### config.mk
export PLATFORM = sky130hd
export DESIGN_NAME = toggle_decoder
export DESIGN_NICKNAME = d
export VERILOG_FILES = /design/src/rtl/toggle_decoder.sv
export SDC_FILE = /design/constraint.sdc
export NUM_CORES = 1
export LEC_CHECK = 0
export BUFFER_PORTS_ARGS = -buffer_cell sky130_fd_sc_hd__buf_2
export CAP_MARGIN = 0
export CORE_MARGIN = 5
export CORE_UTILIZATION = 45
export CTS_CLUSTER_DIAMETER = 200
export DETAILED_ROUTE_END_ITERATION = 12
export PLACE_DENSITY_LB_ADDON = 0.2
export SLEW_MARGIN = 20
export SYNTH_ARGS = -nofsm -noshare
export SYNTH_HDL_FRONTEND = slang
export SYNTH_SLANG_ARGS = --single-unit
### constraint.sdc
create_clock -name clk -period 1.85 [get_ports clk]
set_clock_uncertainty 0.15 [all_clocks]
set_input_delay 0.185 -clock clk [delete_from_list [all_inputs] [get_ports clk]]
set_output_delay 0.185 -clock clk [all_outputs]
set_load 0.01 [all_outputs]
### src/rtl/toggle_decoder.sv
// Recovers T bits from a toggle-encoded (q, q_bar) link and frames them as
// start bit + WIDTH data bits (LSB first) onto a single-entry valid/ready output.
module toggle_decoder #(
  parameter int WIDTH = 8,
  parameter int CNT_W = 6
) (
  input  logic             clk,
  input  logic             reset,
  input  logic             bit_en,
  input  logic             q,
  input  logic             q_bar,
  output logic [WIDTH-1:0] out_data,
  output logic             out_valid,
  input  logic             out_ready,
  output logic             busy,
  output logic             overflow,
  output logic             code_err
);

  typedef enum logic [1:0] {
    IDLE  = 2'd0,
    SHIFT = 2'd1,
    DONE  = 2'd2
  } state_t;

  localparam logic [CNT_W-1:0] LAST_IDX = CNT_W'(WIDTH - 1);

  state_t           state_q, state_d;
  logic             prev_q_q, prev_q_d;
  logic [WIDTH-1:0] shift_q, shift_d;
  logic [CNT_W-1:0] count_q, count_d;
  logic [WIDTH-1:0] out_data_q, out_data_d;
  logic             out_valid_q, out_valid_d;
  logic             overflow_q, overflow_d;
  logic             code_err_q, code_err_d;
  logic             bit_dec;

  // A change of the toggle line since the previous strobe encodes a 1.
  assign bit_dec = q ^ prev_q_q;

  always_comb begin
    state_d     = state_q;
    prev_q_d    = prev_q_q;
    shift_d     = shift_q;
    count_d     = count_q;
    out_data_d  = out_data_q;
    out_valid_d = out_valid_q;
    overflow_d  = overflow_q;
    code_err_d  = code_err_q;

    if (bit_en) begin
      prev_q_d = q;
      if (q == q_bar) begin
        code_err_d = 1'b1;
      end
    end

    case (state_q)
      IDLE: begin
        if (bit_en && bit_dec) begin
          state_d = SHIFT;
          count_d = '0;
        end
        if (out_valid_q && out_ready) begin
          out_valid_d = 1'b0;
        end
      end
      SHIFT: begin
        if (bit_en) begin
          shift_d = (shift_q >> 1) | (WIDTH'(bit_dec) << (WIDTH - 1));
          count_d = count_q + CNT_W'(1);
          if (count_q == LAST_IDX) begin
            state_d = DONE;
          end
        end
        if (out_valid_q && out_ready) begin
          out_valid_d = 1'b0;
        end
      end
      DONE: begin
        state_d = IDLE;
        // A word still waiting with no accept this cycle wins; the new one is lost.
        if (!out_valid_q || out_ready) begin
          out_data_d  = shift_q;
          out_valid_d = 1'b1;
        end else begin
          overflow_d = 1'b1;
        end
      end
      default: begin
        state_d = IDLE;
      end
    endcase
  end

  always_ff @(posedge clk) begin
    if (!reset) begin
      state_q     <= IDLE;
      prev_q_q    <= 1'b0;
      shift_q     <= '0;
      count_q     <= '0;
      out_data_q  <= '0;
      out_valid_q <= 1'b0;
      overflow_q  <= 1'b0;
      code_err_q  <= 1'b0;
    end else begin
      state_q     <= state_d;
      prev_q_q    <= prev_q_d;
      shift_q     <= shift_d;
      count_q     <= count_d;
      out_data_q  <= out_data_d;
      out_valid_q <= out_valid_d;
      overflow_q  <= overflow_d;
      code_err_q  <= code_err_d;
    end
  end

  assign out_data  = out_data_q;
  assign out_valid = out_valid_q;
  assign busy      = (state_q == SHIFT);
  assign overflow  = overflow_q;
  assign code_err  = code_err_q;

endmodule

==> results of run 1 <==
==> state kept, by name, summed over array words and instances (netlist names) <==
signal / cells
out_data: 8
shift_q: 8
count_q: 6
state_q: 2
code_err: 1
out_valid: 1
overflow: 1
prev_q_q: 1
==> worst max-delay path by stage <==
stage | startpoint | slack, ps | end
floorplan | state_q[1] | 450 | count_q[5]
global placement | state_q[0] | 400 | count_q[5]
detailed placement | state_q[0] | 320 | count_q[5]
CTS | state_q[1] | 290 | busy
global route | q | 210 | count_q[4]
finish | state_q[0] | 290 | count_q[5]
==> logic make-up after synthesis <==
| family | after synthesis | share of synthesized area [%] |
|---|---|---|
| flops | 28 | 46.3 |
| fa+ha+maj | 1 | 1.03 |
| buf+inv | 16 | 6.41 |
| xor+xnor | 2 | 1.45 |
| compound gates | 43 | 20.1 |
| mux | 2 | 1.65 |
| simple gates | 52 | 23.1 |
==> layer usage <==
layer	part of all wire, %	GRT usage (%)
met5	0	0
met2	43	22.4
met4	1.2	5.45
met3	4.6	3.10
met1	51	22.4
==> cell type report <==
cell class	instances	area [um^2]	area share, %
Timing Repair Buffer	22	128	9.32
Sequential cell	28	561	41.0
Clock inverter	1	30.0	2.19
Inverter	5	18.8	1.37
Multi-Input combinational cell	100	572	41.8
Clock buffer	3	22.5	1.65
Tap cell	30	37.5	2.74
==> stage by stage <==
stage	cells	power, mW	instance area (um^2)
floorplan	144	0.685	1210
global placement	183	0.703	1300
detailed placement	183	0.704	1300
CTS	189	1.10	1370
global route	189	1.14	1370
finish	189	1.09	1370
==> report_power, final <==
group | internal, mW | switching, mW | leakage, nW | total [mW]
clock network | 0.219 | 0.178 | 0.0279 | 0.397
logic | 0.0291 | 0.0439 | 0.270 | 0.0730
registers | 0.612 | 0.00964 | 0.226 | 0.621
==> tightest hold or removal path, cell delays in order <==
cell,delay (ps)
buf_2,80
xnor2_1,50
a21oi_1,130
nor2_1,40
==> synth_stat cells, drive strengths merged <==
cell / instances
nand3b: 1
and3b: 1
or4: 1
and2b: 1
xnor2: 2
dfxtp: 28
mux2i: 2
nand3: 11
ha: 1
a21oi: 22
nor2b: 2
or2b: 1
and4bb: 1
o21ai: 11
clkbuf: 5
o22ai: 2
inv: 5
nand2b: 5
buf: 6
a22oi: 1
or3: 2
a41oi: 1
a311oi: 1
o41ai: 1
a211oi: 2
o2111ai: 1
o211ai: 1
nor2: 4
nor4: 1
nor3b: 1
nand2: 20
==> metrics.txt, run 1 <==
post-synthesis cell type count=34; total gr overflow=0; Setup violations, final=0; pwr dens=roughly 800 nW/um^2; CP Capture Type=flip-flop; Fill cells=263; R2R Path Start=state_q[0]; leak pwr=0.524 nW; fmax=0.641 GHz; crit path time final=1560 ps; delay-heaviest family, CP=simple AND/OR/NAND/NOR gates; largest net degree at the start of global routing=24; deepest clock path buffer count=2; syn nets=between 150 and 200; clk sink count=28; TritonCTS clock tree=yes; CTS H-tree depth=1; final worst-path cycle share=84.3%; number of buffers added on ports=17; Yosys top cell area share=46.3%; R2R Setup Slk=around 290 ps; Post-CTS Setup Bufs=0; CP required=1960 ps; gr usage total=15.4%; Clk pin slew, worst setup/hold paths=150 ps; Final WS setup=290 ps; Syn-to-layout area delta=13.1%; RSZ-0062 raised after global routing=false; Yosys reg bits=28; Worst Tran Pin Value=512 ps; share of post-route cells with drive strength above 1=approximately 16%; IR Drop Worst-Case VDD=475 uV; Worst R2R Path Depth=3; DR WL/cell=between 10 and 15 um; Hold Path Class=primary input to flip-flop; Ant. Diodes=0; Slew Limit Headroom=between 60% and 70%; I/O pins=18; final core utilization=between 50% and 60%; syn_area_per_cell=8.40 um^2; mapped cell area=1210 um^2; chip height=61.9 um; CP cell instances=nand3b_4 -> or4_1 -> o211ai_1; Setup TNS=0 ps; total CTS buffers=3; first-pass GRT wire length=approximately 4400 um; Synth area leaders=dfxtp_1 (46%), a21oi_1 (9.1%), nand2_1 (6.2%); HPWL after DPL=1730 um; Crit path depth=3; Post-Syn Instances=144; Place WS=321 ps; max-slew violations=0; vias in the first global route=981; hold path cells=4; Max Cap Viol=0; CP Launch Type=flip-flop; CP max FO=9; Clock Latency Late Sink=320 ps; Initial Utilization=48.0%; Worst Hold Launch=q_bar; hold_buf cts=2; worst setup path category=flip-flop to flip-flop; initial antenna violation count=0; Final Hold Viols=0; CP Buf/Inv Count=0; Max stage delay cell, worst path=or4_1; WHS Endpoint=code_err; nets@finish=167; cell row count=18; Antenna Nets Post-Route=0; Core Box Area=about 2500 um^2; die area=about 3800 um^2; first-pass detailed-route iteration total=4; vias=1,044; reg-to-reg endpoint=count_q[5]; Yosys top cell by area=dfxtp_1; Crit path largest cell delay=550 ps; Worst EP arrival=1670 ps; Via density=5.52; final hold slack=approximately 45 ps; gpl congestion=0.955; final wirelength=2440 um; die width=~62 um; status=complete, no violations; Root Driver=clkbuf_4; YS warnings=0; DRT iter0 DRCs=55; register area share after synthesis=between 40% and 50%; PostCTS Resize Cnt=0; commonest cells after routing, fill and taps aside=dfxtp_1 (28), a21oi_1 (22), nand2_1 (20); DRC violations left=0; commonest non-fill, non-tap cell in the layout=dfxtp_1
Power figures use the tool's default switching activity.
==> run 2: changes to the inputs <==
==> constraint.sdc (replaced) <==
create_clock -name clk -period 1.6 [get_ports clk]
set_clock_uncertainty 0.15 [all_clocks]
set_input_delay 0.16 -clock clk [delete_from_list [all_inputs] [get_ports clk]]
set_output_delay 0.16 -clock clk [all_outputs]
set_load 0.01 [all_outputs]
==> metrics.txt, run 2 (synthesis results as in run 1) <==
TritonCTS clock tree=yes (unchanged); Worst Tran Pin Value=430 ps (was 512 ps); Setup TNS=0 ps (unchanged); total gr overflow=0 (unchanged); final wirelength=2540 um (was 2440 um); cell row count=18 (unchanged); switching share of power=21.4% (was 21.2%); die area=3830 um^2 (unchanged); number of buffers added on ports=17 (unchanged); Finished Cell Area=1400 um^2 (was 1370 um^2); nets@finish=169 (was 167); Hold Path Class=primary input to flip-flop (unchanged); NetSw=0.272 mW (was 0.232 mW); final core utilization=55.3% (was 54.3%); Final Hold Viols=0 (unchanged); CP Capture Type=flip-flop (unchanged); leak pwr=0.542 nW (was 0.524 nW); share of post-route cells with drive strength above 1=19.9% (was 16.4%); Combinational Power Share=6.8% (was 6.7%); Worst R2R Path Depth=4 (was 3); pwr dens=909 nW/um^2 (was 798 nW/um^2); Post-CTS Setup Bufs=0 (unchanged); CP max FO=5 (was 9); max-slew violations=0 (unchanged); sequential share of power=56.8% (was 56.9%); die width=61.9 um (unchanged); Clock Latency Late Sink=320 ps (about the same); I/O pins=18 (unchanged); Root Driver=clkbuf_4 (unchanged); DR WL/cell=13.3 um (was 12.9 um); CP required=1700 ps (was 1960 ps); placed cell area=1310 um^2 (was 1300 um^2); DRC violations left=0 (unchanged); Worst Hold Launch=q_bar (unchanged); final worst-path cycle share=93.9% (was 84.3%); fmax=0.666 GHz (was 0.641 GHz); CTS H-tree depth=1 (unchanged); chip height=61.9 um (unchanged); gr usage total=15.3% (was 15.4%); Core Box Area=2520 um^2 (unchanged); HPWL after DPL=1800 um (was 1730 um); Initial Utilization=48.0% (unchanged); Clk pin slew, worst setup/hold paths=150 ps (about the same); status=complete, no violations (unchanged); commonest cells after routing, fill and taps aside=dfxtp_1 (25), a21oi_1 (22), nand2_1 (20) (was dfxtp_1 (28), a21oi_1 (22), nand2_1 (20)); deepest clock path buffer count=2 (unchanged); Tot Pwr=1.27 mW (was 1.09 mW); gpl congestion=0.928 (was 0.955); Syn-to-layout area delta=15.3% (was 13.1%); internal power=0.996 mW (was 0.860 mW); worst setup path category=flip-flop to flip-flop (unchanged); reg-to-reg endpoint=count_q[4] (was count_q[5]); commonest non-fill, non-tap cell in the layout=dfxtp_1 (unchanged); Worst EP arrival=1600 ps (was 1670 ps); vias=1,058 (was 1,044); DRT iter0 DRCs=23 (was 55); crit path time final=1500 ps (was 1560 ps); Slew Limit Headroom=71.4% (was 65.8%); Setup violations, final=0 (unchanged); Ant. Diodes=0 (unchanged); Via density=5.54 (was 5.52); vias in the first global route=990 (was 981); WHS Endpoint=code_err (unchanged); R2R Path Start=count_q[0] (was state_q[0]); hold path cells=4 (unchanged); IR Drop Worst-Case VDD=652 uV (was 475 uV); CP Launch Type=flip-flop (unchanged); part of the power in the clock network=36.4% (about the same); largest net degree at the start of global routing=24 (unchanged); first-pass GRT wire length=4370 um (was 4420 um); RSZ-0062 raised after global routing=false (unchanged); initial antenna violation count=0 (unchanged); clk sink count=28 (unchanged); first-pass detailed-route iteration total=4 (unchanged); Antenna Nets Post-Route=0 (unchanged); total CTS buffers=3 (unchanged); Max Cap Viol=0 (unchanged); R2R Setup Slk=100 ps (was 290 ps)
## run 2: cell types whose count changed in the layout (fill, tap and decap cells not counted)
| cell | change |
|---|---|
| dfxtp_1 | -3 |
| dfxtp_2 | +3 |
| xnor2_1 | -1 |
| xnor2_2 | +1 |
| buf_4 | +2 |
## run 2: per-layer routing
metal / global-route usage, % / wire, um
met1: 21.1 / 1200
met2: 23.6 / 1160
met3: 2.48 / 145
met5: 0 / 0
met4: 6.67 / 22
## run 2: how the worst max path moves through the flow
stage | slack (ps) | startpoint | endpoint | cells after the start
floorplan | 200 | state_q[1] | count_q[5] | 4
global placement | 150 | state_q[0] | count_q[5] | 3
detailed placement | 70 | state_q[0] | count_q[4] | 3
CTS | 30 | q | count_q[4] | 5
global route | 2 | count_q[0] | count_q[4] | 4
finish | 100 | count_q[0] | count_q[4] | 4
## run 2: worst max-delay path, stage by stage (launching register included)
cell and delay (ps):
dfxtp_1 420, ha_1 230, nand2b_1 100, or3_1 320, a311oi_1 210
## run 2: power by group through the flow
stage                     sequential, mW  combinational [mW]  clock [mW]
after floorplan                    0.728              0.0639           0
after global placement             0.732              0.0808           0
after detailed placement           0.734              0.0814           0
after CTS                          0.719              0.0855       0.472
after global routing               0.723              0.0954       0.519
final                              0.720              0.0869       0.462
## run 2: layout make-up
class	instances	area, um^2
clock buffers	3	22.5
inverters	5	18.8
clock inverters	1	30.0
repair buffers	24	143
well taps	30	37.5
fillers	240	1130
multi-input cells	100	579
flip-flops and latches	28	564
## run 2: repair_timing
| item | CTS | global route |
|---|---|---|
| setup endpoints to repair | 0 | 3 |
| hold buffers | 2 | 0 |
| hold endpoints to repair | 3 | 0 |
| resized for setup | 0 | 4 |
## run 2: metrics by stage
step | std cells | setup slack, ps | hold slack (ps)
final | 191 | 97.6 | 16.9
after global routing | 191 | 2.02 | 13.6
after CTS | 191 | 27.3 | 12.1
after detailed placement | 185 | 67.3 | 302
after global placement | 185 | 150 | 294
after floorplan | 144 | 196 | 157
==> run 3: changes to the inputs <==
--- a/config.mk
+++ b/config.mk
@@ -5,6 +5,7 @@
 export SDC_FILE = /design/constraint.sdc
 export NUM_CORES = 1
 export LEC_CHECK = 0
+export ABC_AREA = 1
 export BUFFER_PORTS_ARGS = -buffer_cell sky130_fd_sc_hd__buf_2
 export CAP_MARGIN = 0
 export CORE_MARGIN = 5
@@ -12,7 +13,7 @@
 export CTS_CLUSTER_DIAMETER = 200
 export DETAILED_ROUTE_END_ITERATION = 12
 export PLACE_DENSITY_LB_ADDON = 0.2
-export SLEW_MARGIN = 20
+export SLEW_MARGIN = 10
 export SYNTH_ARGS = -nofsm -noshare
 export SYNTH_HDL_FRONTEND = slang
 export SYNTH_SLANG_ARGS = --single-unit
==> metrics.txt, run 3 <==
NetSw=0.292 mW (was 0.272 mW); Clk pin slew, worst setup/hold paths=140 ps (was 150 ps); Syn-to-layout area delta=14.3% (was 15.3%); share of post-route cells with drive strength above 1=20.5% (was 19.9%); CP max FO=5 (unchanged); status=complete, no violations (unchanged); switching share of power=22.4% (was 21.4%); vias=990 (was 1,058); CP Launch Type=flip-flop (unchanged); Synth area leaders=dfxtp_1 (47%), a21oi_1 (9.6%), o21ai_0 (7.1%) (was dfxtp_1 (46%), a21oi_1 (9.1%), nand2_1 (6.2%)); Root Driver=clkbuf_4 (unchanged); syn_area_per_cell=8.00 um^2 (was 8.40 um^2); Post-synth EDFFs=0 (unchanged); top metal layer carrying routed signals=met4 (unchanged); die area=3800 um^2 (was 3830 um^2); Async SR Flop Fraction=0% (unchanged); Yosys top cell by area=dfxtp_1 (unchanged); fmax=0.671 GHz (was 0.666 GHz); CP required=1290 ps (was 1700 ps); met1 wire length=1120 um (was 1200 um); cell row count=18 (unchanged); register area share after synthesis=46.7% (was 46.3%); Via density=4.93 (was 5.54); deepest clock path buffer count=2 (unchanged); sequential share of power=56.0% (was 56.8%); Setup TNS=0 ps (unchanged); mapped cell area=1200 um^2 (was 1210 um^2); Combinational Power Share=8.6% (was 6.8%); Worst Tran Pin Value=317 ps (was 430 ps); Hold Path Class=primary input to flip-flop (unchanged); final worst-path cycle share=93.1% (was 93.9%); CP Capture Type=output pin (was flip-flop); max-slew violations=0 (unchanged); worst setup path category=flip-flop to output pin (was flip-flop to flip-flop); final wirelength=2220 um (was 2540 um); I/O pins=18 (unchanged); final hold slack=15.1 ps (was 16.9 ps); Fill cells=248 (was 240); clk sink count=28 (unchanged); commonest cells after routing, fill and taps aside=dfxtp_1 (28), a21oi_1 (23), inv_1 (20) (was dfxtp_1 (25), a21oi_1 (22), nand2_1 (20)); Post-CTS Setup Bufs=0 (unchanged); Post-synth top flop=dfxtp_1 (unchanged); nets@finish=179 (was 169); Clock Latency Late Sink=330 ps (was 320 ps); multi-input combinational cell area=503 um^2 (was 579 um^2); first-pass detailed-route iteration total=4 (unchanged); crit path time final=1490 ps (was 1500 ps); YS warnings=0 (unchanged); DR WL/cell=11.1 um (was 13.3 um); IR Drop Worst-Case VDD=663 uV (was 652 uV); TritonCTS clock tree=yes (unchanged); RSZ-0062 raised after global routing=false (unchanged); DRC violations left=0 (unchanged); CTS H-tree depth=1 (unchanged); gr usage total=13.5% (was 15.3%); post-synthesis cell type count=25 (was 34); Ant. Diodes=0 (unchanged); syn nets=157 (was 151); commonest non-fill, non-tap cell in the layout=dfxtp_1 (unchanged); pwr dens=952 nW/um^2 (was 909 nW/um^2); Post-synth top cells=dfxtp_1 (28), a21oi_1 (23), inv_1 (20) (was dfxtp_1 (28), a21oi_1 (22), nand2_1 (20)); Worst EP arrival=1180 ps (was 1600 ps); vias in the first global route=890 (was 990); DRT iter0 DRCs=19 (was 23); total gr overflow=0 (unchanged); gpl congestion=0.870 (was 0.928); Initial Utilization=47.6% (was 48.0%); Final Hold Viols=0 (unchanged); wire length on met2=911 um (was 1160 um); number of buffers added on ports=17 (unchanged); chip height=61.6 um (was 61.9 um); die width=61.6 um (was 61.9 um); total CTS buffers=3 (unchanged); HPWL after DPL=1560 um (was 1800 um); leak pwr=0.596 nW (was 0.542 nW); storage element area=561 um^2 (was 564 um^2); Slew Limit Headroom=78.8% (was 71.4%); Max Cap Viol=0 (unchanged); largest net degree at the start of global routing=19 (was 24); part of the power in the clock network=35.4% (was 36.4%); Setup violations, final=0 (unchanged); Antenna Nets Post-Route=0 (unchanged); Post-Syn Instances=150 (was 144); initial antenna violation count=0 (unchanged); Yosys top cell area share=46.7% (was 46.3%); Core Box Area=2520 um^2 (unchanged); internal power=1.01 mW (was 0.996 mW); Routed met3 length=154 um (was 145 um); Yosys reg bits=28 (unchanged); first-pass GRT wire length=3840 um (was 4370 um); cell with the most instances after synthesis=dfxtp_1 (unchanged)
run 3: cell types whose count changed after synthesis, sizes merged, moves of 4 or more:
cell    previous run  this run
clkbuf             5         1
nor2               4        12
o21ai             11        21
nand2b             5         0
inv                5        22
run 3: repair_timing:
item | in CTS | in global routing
gates resized for setup | 0 | 1
hold buffers | 3 | 0
endpoints found under the setup margin | 0 | 1
endpoints found under the hold margin | 2 | 0
run 3: area by class of cell:
cell class	instances	share of cell area (%)
Sequential cell	28	40.9
Multi-Input combinational cell	94	36.7
Timing Repair Buffer	21	8.94
Inverter	24	6.93
Tap cell	30	2.74
Clock inverter	1	2.19
Clock buffer	3	1.64
run 3: cell families after synthesis:
family	count (synthesis)	synth area share, %
flops	28	46.7
fa+ha+maj	1	1.04
compound gates	49	22.2
buf+inv	28	11.4
simple gates	44	18.7
run 3: final timing paths:
kind	from	end	slack (ps)	depth (start not counted)
worst min register to register	code_err	code_err	310	2
worst max register to register	state_q[0]	count_q[5]	180	6
worst max-delay path	state_q[0]	busy	110	3
worst min-delay path	out_ready	overflow	20	4
run 3: per-stage QoR:
stage,total power [mW],cells,utilization [%],setup slack [ps],cell area (um^2)
2_1_floorplan,0.824,150,-,344,1200
3_3_place_gp,0.849,194,51.1,241,1290
4_1_cts,1.32,201,54.4,69.7,1370
6_report,1.30,201,54.4,110,1370
5_1_grt,1.38,201,54.4,37.6,1370
3_5_place_dp,0.851,194,51.1,227,1290
run 3: power by group through the flow:
stage / Sequential [mW] / Clock (mW) / Combinational, mW
floorplan: 0.744 / 0 / 0.0792
global placement: 0.745 / 0 / 0.104
detailed placement: 0.746 / 0 / 0.105
CTS: 0.731 / 0.476 / 0.112
global route: 0.735 / 0.517 / 0.128
finish: 0.731 / 0.462 / 0.112
run 3: critical path, cell delays in order, from the launching register on:
cell and delay, ps:
dfxtp_1 450, inv_2 80, nor2_4 160, buf_2 160
run 3: routing by layer:
| layer | GRT usage [%] | up-vias |
|---|---|---|
| met1 | 19.3 | 425 |
| li1 | - | 533 |
| met5 | 0 | - |
| met3 | 3.14 | 5 |
| met4 | 6.36 | 0 |
| met2 | 18.8 | 27 |
